<file path="config.mk">
export PLATFORM = sky130hd
export DESIGN_NAME = data_buffer
export DESIGN_NICKNAME = d
export VERILOG_FILES = /design/src/rtl/data_buffer_pkg.sv /design/src/rtl/data_buffer_mem.sv /design/src/rtl/data_buffer.sv
export SDC_FILE = /design/constraint.sdc
export NUM_CORES = 1
export LEC_CHECK = 0
export CAP_MARGIN = 20
export CORE_ASPECT_RATIO = 0.75
export CORE_MARGIN = 2
export CORE_UTILIZATION = 60
export CTS_CLUSTER_DIAMETER = 50
export DETAILED_ROUTE_END_ITERATION = 8
export PLACE_DENSITY = 0.89
export SLEW_MARGIN = 25
export SYNTH_ARGS = -nofsm -noshare
export SYNTH_HDL_FRONTEND = slang
export SYNTH_SLANG_ARGS = --single-unit
export TNS_END_PERCENT = 50
</file>
<file path="constraint.sdc">
create_clock -name clk -period 7.2 [get_ports clk]
set_input_delay 0.72 -clock clk [delete_from_list [all_inputs] [get_ports clk]]
set_output_delay 0.72 -clock clk [all_outputs]
set_load 0.05 [all_outputs]
</file>
<file path="src/rtl/data_buffer_pkg.sv">
// Shared sizing and helper types for the 64x8 RX data buffer.
package data_buffer_pkg;

  localparam int unsigned DEPTH = 64;
  localparam int unsigned WIDTH = 8;
  localparam int unsigned PTR_W = 6;
  localparam int unsigned OCC_W = 7;

  typedef logic [PTR_W-1:0] ptr_t;
  typedef logic [WIDTH-1:0] data_t;
  typedef logic [OCC_W-1:0] occ_t;

  // Power-of-two depth, so the natural 6-bit rollover gives the 63->0 wrap.
  function automatic ptr_t ptr_inc(ptr_t p);
    return p + ptr_t'(1);
  endfunction

endpackage

</file>
<file path="src/rtl/data_buffer_mem.sv">
// 64x8 storage array: synchronous write, combinational read, no reset.
module data_buffer_mem
  import data_buffer_pkg::*;
(
  input  logic             clk,
  input  logic             we,
  input  logic [PTR_W-1:0] wr_addr,
  input  logic [WIDTH-1:0] wr_data,
  input  logic [PTR_W-1:0] rd_addr,
  output logic [WIDTH-1:0] rd_data
);

  logic [WIDTH-1:0] mem [DEPTH];

  always_ff @(posedge clk) begin
    if (we) begin
      mem[wr_addr] <= wr_data;
    end
  end

  assign rd_data = mem[rd_addr];

endmodule

</file>
<file path="src/rtl/data_buffer.sv">
// Circular 64-entry RX byte FIFO with registered read data and occupancy count.
module data_buffer
  import data_buffer_pkg::*;
(
  input  logic             clk,
  input  logic             n_rst,
  input  logic [WIDTH-1:0] rx_packet_data,
  input  logic             store_rx_packet_data,
  input  logic             get_rx_data,
  input  logic             flush,
  input  logic             clear,
  output logic [WIDTH-1:0] rx_data,
  output logic [OCC_W-1:0] buffer_occupancy
);

  ptr_t  wr_ptr_q;
  ptr_t  rd_ptr_q;
  data_t rd_data;
  logic  full;
  logic  empty;
  logic  do_get;
  logic  do_store;

  assign full  = (buffer_occupancy == occ_t'(DEPTH));
  assign empty = (buffer_occupancy == '0);

  // A store into a full buffer is allowed only when a get frees the head on the same edge;
  // since wr_ptr == rd_ptr when full, the combinational read still sees the old head.
  assign do_get   = get_rx_data && !empty;
  assign do_store = store_rx_packet_data && (!full || do_get);

  data_buffer_mem u_mem (
    .clk     (clk),
    .we      (do_store && !flush && !clear),
    .wr_addr (wr_ptr_q),
    .wr_data (rx_packet_data),
    .rd_addr (rd_ptr_q),
    .rd_data (rd_data)
  );

  always_ff @(posedge clk or posedge n_rst) begin
    if (n_rst) begin
      wr_ptr_q         <= '0;
      rd_ptr_q         <= '0;
      buffer_occupancy <= '0;
      rx_data          <= '0;
    end else if (clear) begin
      wr_ptr_q         <= '0;
      rd_ptr_q         <= '0;
      buffer_occupancy <= '0;
      rx_data          <= '0;
    end else if (flush) begin
      wr_ptr_q         <= '0;
      rd_ptr_q         <= '0;
      buffer_occupancy <= '0;
    end else begin
      if (do_store) begin
        wr_ptr_q <= ptr_inc(wr_ptr_q);
      end
      if (do_get) begin
        rd_ptr_q <= ptr_inc(rd_ptr_q);
        rx_data  <= rd_data;
      end
      buffer_occupancy <= buffer_occupancy + occ_t'(do_store) - occ_t'(do_get);
    end
  end

endmodule

</file>
Word-level counts from Yosys, hierarchy flattened
Memories as Yosys holds them, arrays and structs flattened.
Index checks and enable logic that the tools add are counted.
{"block": "classes", "addsub": 4, "eq_ne": 2, "n_mux": 13, "n_reduce_logical": 14}
{"cell": "6-bit two-way mux", "count": 6}
{"cell": "8-bit two-way mux", "count": 3}
{"cell": "7-bit two-way mux", "count": 2}
{"cell": "6-bit by 1-bit adder with 6-bit output, second input constant", "count": 2}
{"cell": "7-bit by 1-bit adder with 7-bit output", "count": 1}
{"cell": "7-bit equality test, second input constant", "count": 1}
{"cell": "7-bit logical NOT", "count": 1}
{"cell": "7-bit by 1-bit subtractor with 7-bit output", "count": 1}
{"cell": "3-bit nonzero test", "count": 2}
{"cell": "1-bit logical AND", "count": 4}
{"cell": "1-bit logical NOT", "count": 4}
{"cell": "1-bit two-way mux", "count": 2}
{"cell": "2-bit by 1-bit inequality test with 1-bit output, second input constant", "count": 1}
{"cell": "2-bit AND reduction", "count": 1}
{"cell": "2-bit nonzero test", "count": 1}
{"cell": "1-bit logical OR", "count": 1}
{"block": "word_totals", "reg_bits": 27, "ram_bits": 512, "input_bits": 14, "output_inout_bits": 15, "elab_cells": 38, "mem_count": 1}
{"memory": "u_mem.mem", "words": 64, "width": 8, "rd": 1, "rd_clocked_by_memory_dff": 0, "wr": 1, "line": "data_buffer_mem.sv:13", "text": "logic [WIDTH-1:0] mem [DEPTH];"}

Longest topological paths before layout
Gate-level depths: netlist of run 1.
{"block": "depth", "ltp_word": 9, "mapped_depth": 15}

Modules after synthesis
A second synthesis of run 1 with hierarchy kept.
{"block": "unflattened", "cells_unflattened": 1085, "hier_area_um2": 21546.9}
{"module": "data_buffer_mem", "instances": 1, "cells_each": 932, "area_per_inst_um2": 20006.7}
{"module": "data_buffer", "instances": 1, "cells_each": 153, "area_per_inst_um2": 1540.2}

Least setup slack after synthesis of run 1
No wires, ideal clock.
{"block": "synth_timing", "path_type": "register to register", "from": "register buffer_occupancy[5]", "to": "register buffer_occupancy[6]", "setup_time_ns": 0.078, "t_arrival_ns": 3.023, "t_required_ns": 7.122, "path_slack_ns": 4.099, "stages_incl_launch_ff": 16, "period_less_slack_ns": 3.101, "cell_sequence": "dfrtp_1 -> inv_1 -> ha_1 -> nand4bb_1 -> o31a_1 -> clkbuf_1 -> nand2_1 -> nand2_1 -> ha_1 -> fa_1 -> a21oi_1 -> o21bai_1 -> a21oi_1 -> nor2_1 -> or3_1 -> a21oi_1"}
{"block": "synth_via", "elab_chain_len": 9, "word_cells_on_any_way": 11}
{"element": "from (decl)", "line": "data_buffer.sv:13", "text": "output logic [OCC_W-1:0] buffer_occupancy"}
{"element": "from (signal assigned)", "line": "data_buffer.sv:64", "text": "buffer_occupancy <= buffer_occupancy + occ_t'(do_store) - occ_t'(do_get);"}
{"element": "7-bit logical NOT", "line": "data_buffer.sv:25", "text": "assign empty = (buffer_occupancy == '0);"}
{"element": "1-bit logical NOT", "line": "data_buffer.sv:29", "text": "assign do_get = get_rx_data && !empty;"}
{"element": "1-bit logical AND", "line": "data_buffer.sv:29"}
{"element": "1-bit logical OR", "line": "data_buffer.sv:30", "text": "assign do_store = store_rx_packet_data && (!full || do_get);"}
{"element": "1-bit logical AND", "line": "data_buffer.sv:30"}
{"element": "7-bit by 1-bit adder with 7-bit output", "line": "data_buffer.sv:64"}
{"element": "7-bit by 1-bit subtractor with 7-bit output (*)", "line": "data_buffer.sv:64"}
{"element": "7-bit two-way mux (*)", "line": "data_buffer.sv:52", "text": "end else if (flush) begin"}
{"element": "7-bit two-way mux (*)", "line": "data_buffer.sv:47", "text": "end else if (clear) begin"}
Mark *: on every way between the ends. The rest lies on a longest branch, timed or not.
A chain may end at the register's enable or synchronous reset.

Final worst setup path of run 1
{"block": "layout_timing", "from": "register rd_ptr_q[0]", "to": "register rx_data[2]"}
{"block": "layout_via", "elab_chain_len": 4}
{"element": "from (decl)", "line": "data_buffer.sv:17", "text": "ptr_t rd_ptr_q;"}
{"element": "from (signal assigned)", "line": "data_buffer.sv:61", "text": "rd_ptr_q <= ptr_inc(rd_ptr_q);"}
{"element": "memory read 64 x 8 bit"}
{"element": "8-bit two-way mux", "line": "data_buffer.sv:60", "text": "if (do_get) begin"}
{"element": "8-bit two-way mux", "line": "data_buffer.sv:52"}
{"element": "8-bit two-way mux", "line": "data_buffer.sv:47"}
{"element": "to (signal assigned)", "line": "data_buffer.sv:62", "text": "rx_data <= rd_data;"}
{"element": "to (decl)", "line": "data_buffer.sv:12", "text": "output logic [WIDTH-1:0] rx_data,"}
Every way passes these cells. The select of a mux whose other input is x is not followed.

==> flow_metrics.py, run 1 <==
metrics = {
    "global_routing": {
        "use_met1_pct": 36.6,
        "grt_pass1_vias": 11100,
        "use_met3_pct": 8.20,
        "grt_usage_pct": 26.1,
        "overflow": 0,
        "grt-busiest-layer": "met2",
        "grt_first_pass_wirelength_um": 70800,
        "grt_use_met2_pct": 39.1,
        "antenna_found_initial": 1,
        "grt_max_degree": 65,
    },
    "synth": {
        "syn_area_um2": 21200,
        "synth_area_leaders": "edfxtp_1 72%, mux4_2 10%, mux2i_1 3.7%",
        "synth.top_cell.area_share_pct": 72.5,
        "synth_edf_count": 512,
        "ys_warn_count": 0,
        "synth_top_cell_by_area": "edfxtp_1",
        "syn_avg_cell_area_um2": 19.4,
        "yosysMostFrequentCell": "edfxtp_1",
        "async_flop_share_pct": 5.01,
        "synth_flop_cell": "edfxtp_1",
        "syn-num-nets": 1120,
        "netlist_instances": 1095,
        "synth_common_cells": "512 x edfxtp_1, 97 x mux4_2, 90 x nor2_1",
        "seq_area_frac_synth_pct": 75.6,
        "synth_cell_types": 43,
        "synth-seq-cells": 539,
    },
    "run": {
        "maxCapViolCount": 0,
    },
    "critical_path": {
        "arrival_ps": 3990,
        "rr_startpoint": "rd_ptr_q[0]$_DFFE_PP0P_",
        "reg2reg_to": "rx_data[2]$_DFFE_PP0P_",
        "end_kind": "flip-flop",
        "path_buf_inv": 1,
        "crit_path_top_delay_cell": "dfrtp_4",
        "worstSetupPathType": "reg -> reg",
        "r2r_slack_ps": 3660,
        "crit_start": "rd_ptr_q[0]$_DFFE_PP0P_",
        "cp_common_cell": "nand2_1",
        "crit_path_cell_trace": "buf_4, mux4_2, mux2i_1, a221oi_1, nand2_1, nand2_1",
        "worstRegToRegCells": 6,
        "crit_fanout": 50,
        "slowest_delay_ps": 1020,
        "worstPathRequired_ps": 7650,
        "cp-endpoint": "rx_data[2]$_DFFE_PP0P_",
        "start_kind": "flip-flop",
        "cp.depth": 6,
        "critPathTopFamily": "multiplexers",
    },
    "run_status": {
        "status": "complete, no violations",
    },
    "route": {
        "antenna_left": 0,
        "routed_wl_um": 47300,
        "dr_total_vias": 10900,
        "firstDrtPassIters": 6,
        "wl_per_cell_um": 29.3,
        "drtIter0Drc": 1622,
        "drc": 0,
        "viasPerCell": 6.78,
    },
    "clocking": {
        "clk_path_buf_depth": 3,
        "hold_buffers": 0,
        "cts_tree": "yes",
        "post_cts_buffers": 0,
        "clk_pin_slew_ps": 70,
        "clk_latency_ps": 590,
        "numClockSinks": 539,
        "h-tree-depth": 2,
        "cts_inserted_buffers": 48,
        "cts_root_buffer": "clkbuf_16",
        "cts_resized": 0,
    },
    "timing": {
        "slew-limit-headroom_pct": 36.8,
        "finalMaxSlewViolations": 0,
        "period_needed_ps": 3540,
        "rsz0062_at_grt": "false",
        "holdWs_ps": 554,
        "worstMarginPinSlew_ps": 949,
        "fin_crit_sh_pct": 49.2,
        "max_freq_mhz": 282,
        "finalHoldViolations": 0,
        "final-setup-viol-count": 0,
        "worst_clock_skew_ps": 26.8,
        "fin_tns_setup_ps": 0,
    },
    "final_layout": {
        "syn_to_final_growth_pct": 9.30,
        "diodes": 0,
        "drive_gt1_share_pct": 15.8,
        "nets": 1148,
    },
    "floorplan": {
        "die_y_um": 167,
        "ios": 29,
        "dieArea_um2": 36900,
        "num_rows": 59,
        "die_x_um": 221,
        "initial_core_util_pct": 61.0,
        "core-area_um2": 34800,
    },
    "placed_design": {
        "dp_hpwl_um": 27600,
        "port_buffers": 28,
        "gp_congestion": 0.877,
    },
    "power_and_ir_drop": {
        "powerDensity_nw_per_um2": 285,
        "ir_worst_vdd_uv": 259,
        "p_leak_nw": 7.00,
    },
    "min_path": {
        "hold_class": "in -> async",
    },
}
[flip-flops by register name, summed over array words and instances, names as in the netlist]
name,count
u_mem.mem,512
rx_data,8
buffer_occupancy,7
rd_ptr_q,6
wr_ptr_q,6
[logic make-up after synthesis]
kind of cell	count (synthesis)	share of synthesized area, %
XOR/XNOR	14	0.578
adder cells (fa/ha/maj)	11	0.684
flip-flops	539	75.6
AND/OR/NAND/NOR	166	3.30
AO/OA/AOI/OAI	120	3.97
multiplexers	176	14.0
buffers and inverters	69	1.80
[how the worst min path moves through the flow]
stage,slack (ps),start,end,cells after the start
2_1_floorplan,510,rd_ptr_q[5]$_DFFE_PP0P_,rd_ptr_q[5]$_DFFE_PP0P_,2
3_5_place_dp,570,rd_ptr_q[5]$_DFFE_PP0P_,rd_ptr_q[5]$_DFFE_PP0P_,2
3_3_place_gp,550,rd_ptr_q[5]$_DFFE_PP0P_,rd_ptr_q[5]$_DFFE_PP0P_,2
6_report,550,n_rst,rd_ptr_q[1]$_DFFE_PP0P_,2
5_1_grt,610,n_rst,rd_ptr_q[1]$_DFFE_PP0P_,2
4_1_cts,560,n_rst,rd_ptr_q[1]$_DFFE_PP0P_,2
[where the power goes]
part	switching (mW)	total, mW	internal [mW]
clock	1.10	2.36	1.27
sequential	0.0613	3.52	3.45
combinational	0.419	0.734	0.315
[placed cells by master, fill, tap and decap left out, drive strengths merged, types with 2 or more instances in the layout]
cell type      instances
ha                    10
or2                    3
dfrtp                 27
nand3                  7
a221oi                 7
o22ai                 15
a32oi                  6
nand2                 45
mux2i                 79
a31oi                  2
o21ai                 11
a211oi                14
nor2                  90
edfxtp               512
a22oi                 18
o21bai                 2
clkinv                17
mux4                  97
and2                   2
nand4                  4
nand3b                 3
and3                   2
clkdlybuf4s50         20
xor2                   8
clkbuf                62
o221ai                16
inv                   11
xnor2                  6
buf                   19
nor2b                  4
or3                    4
a21oi                 24
[layer usage]
metal | share of wire [%] | vias up
met4 | 3.3 | 0
li1 | - | 4485
met1 | 38 | 5582
met3 | 12 | 117
met2 | 47 | 750
met5 | 0 | -
[area by class of cell]
type	instances	area (um2)
well taps	457	572
fillers	2090	11600
inverters	8	30.0
clock buffers	62	1250
clock inverters	21	150
flip-flops and latches	539	16100
multi-input cells	487	4790
repair buffers	39	343
[per-stage QoR]
step / utilization [%] / instances / cell area (um2) / worst slack, ps / total power, mW
floorplan: - / 1095 / 21200 / 4100 / 4.11
global placement: 62.6 / 1530 / 21800 / 3750 / 4.29
finish: 66.7 / 1613 / 23200 / 3660 / 6.61
global route: 66.7 / 1613 / 23200 / 3440 / 6.79
detailed placement: 62.7 / 1530 / 21800 / 3570 / 4.30
CTS: 66.7 / 1613 / 23200 / 3690 / 6.62
Power figures use the tool's default switching activity.
==> run 2: changes to the inputs <==
Clock period 7.2 ns to 3.6 ns, I/O delays scaled along.
==> flow_metrics.py, run 2 (synthesis results as in run 1) <==
metrics = {
    "floorplan": {
        "initial_core_util_pct": 61.0,
        "die_y_um": 167,
        "core-area_um2": 34800,
        "ios": 29,
        "die_x_um": 221,
        "dieArea_um2": 36900,
        "num_rows": 59,
    },
    "clocking": {
        "h-tree-depth": 2,
        "clk_path_buf_depth": 3,
        "cts_root_buffer": "clkbuf_16",
        "hold_buffers": 0,
        "cts_tree": "yes",
        "cts_resized": 0,
        "clk_latency_ps": 560,
        "cts_inserted_buffers": 46,
        "clk_pin_slew_ps": 70,
        "post_cts_buffers": 0,
        "numClockSinks": 539,
    },
    "timing": {
        "period_needed_ps": 3280,
        "fin_crit_sh_pct": 91.2,
        "rsz0062_at_grt": "false",
        "worst_clock_skew_ps": 13.6,
        "slew-limit-headroom_pct": 32.3,
        "max_freq_mhz": 305,
        "final-setup-viol-count": 0,
        "holdWs_ps": 186,
        "finalHoldViolations": 0,
        "fin_tns_setup_ps": 0,
        "worstMarginPinSlew_ps": 1020,
        "layout_setup_ws_ps": 318,
        "finalMaxSlewViolations": 0,
    },
    "critical_path": {
        "arrival_ps": 3760,
        "end_kind": "flip-flop",
        "worstSetupPathType": "reg -> reg",
        "worstPathRequired_ps": 4070,
        "start_kind": "flip-flop",
        "crit_fanout": 8,
    },
    "global_routing": {
        "use_met1_pct": 39.6,
        "use_met3_pct": 5.58,
        "grt_pass1_vias": 11200,
        "grt-busiest-layer": "met2",
        "overflow": 0,
        "grt_max_degree": 65,
        "grt_usage_pct": 26.9,
        "grt_first_pass_wirelength_um": 73000,
        "antenna_found_initial": 0,
        "grt_use_met2_pct": 42.0,
    },
    "placed_design": {
        "port_buffers": 28,
        "place_ws_ps": 433,
        "gp_congestion": 0.918,
        "dp_hpwl_um": 29500,
    },
    "min_path": {
        "hold_class": "in -> async",
    },
    "run_status": {
        "status": "complete, no violations",
    },
    "final_layout": {
        "registers.top_by_ff_count": "u_mem.mem",
        "top_regs": "u_mem.mem x512, rx_data x8, buffer_occupancy x7",
        "largest_reg_flops": 512,
        "diodes": 0,
        "syn_to_final_growth_pct": 11.3,
        "layout_common_cells": "512 x edfxtp_1, 97 x mux4_2, 89 x nor2_1",
        "final_common_cell": "edfxtp_1",
        "drive_gt1_share_pct": 19.0,
        "nets": 1184,
    },
    "route": {
        "routed_wl_um": 49000,
        "dr_total_vias": 11300,
        "wl_per_cell_um": 29.7,
        "viasPerCell": 6.88,
        "antenna_left": 0,
        "drc": 0,
        "firstDrtPassIters": 6,
        "drtIter0Drc": 1674,
    },
    "power_and_ir_drop": {
        "ir_worst_vdd_uv": 418,
        "p_leak_nw": 7.26,
        "powerDensity_nw_per_um2": 577,
    },
    "run": {
        "maxCapViolCount": 0,
    },
}
run 2: changes by cell type in the layout (fill, tap and decap cells not counted), sizes merged:
cell	change
buf	+38
bufinv	+5
clkinv	-5
inv	-3
clkinvlp	+2
clkbuf	-1
run 2: metrics by stage:
stage	power, mW	std cells	utilization [%]	instance area [um2]
finish	13.6	1649	68.0	23600
global route	14.0	1649	68.0	23600
CTS	13.6	1649	67.9	23600
detailed placement	8.63	1568	63.6	22100
global placement	8.58	1568	63.5	22100
floorplan	8.22	1095	-	21200
run 2: routing by layer:
layer	vias up	routed length [um]
met5	-	0
met4	0	1210
met3	92	5600
met2	814	23200
met1	5883	19000
li1	4551	-
run 2: power by group:
| part | switching [mW] | internal [mW] | total (mW) |
|---|---|---|---|
| clock network | 2.18 | 2.91 | 5.09 |
| registers | 0.0857 | 6.91 | 6.99 |
| logic | 0.879 | 0.660 | 1.54 |
| total | 3.14 | 10.5 | 13.6 |
run 2: final timing paths:
kind / start / slack [ps] / to / depth (start not counted)
min reg2reg: rx_data[0]$_DFFE_PP0P_ / 510 / rx_data[0]$_DFFE_PP0P_ / 2
min: n_rst / 190 / buffer_occupancy[4]$_DFF_PP0_ / 2
max in group asynchronous: n_rst / 2960 / rd_ptr_q[0]$_DFFE_PP0P_ / 2
min in group clk: rx_packet_data[1] / 340 / u_mem.mem[16][1]$_DFFE_PP_ / 1
max: buffer_occupancy[4]$_DFF_PP0_ / 320 / buffer_occupancy[6]$_DFF_PP0_ / 14
max reg2reg: buffer_occupancy[4]$_DFF_PP0_ / 320 / buffer_occupancy[6]$_DFF_PP0_ / 14
run 2: area by class of cell:
type,instances,area (um2)
sequential,539,16100
inverter,8,30.0
multi-input combinational,487,4790
tap,457,572
fill,2068,11100
clock inverter,20,251
timing repair buffer,77,653
clock buffer,61,1270
run 2: critical path: stages (launching register included):
cell	delay, ps
dfrtp_1	410
inv_1	100
ha_1	180
nand4bb_1	180
o31a_1	400
nand2_1	120
nand2_1	60
ha_1	220
fa_1	440
a21oi_1	150
o21bai_1	120
a21oi_1	200
nor2_1	80
or3_1	360
a21oi_1	180
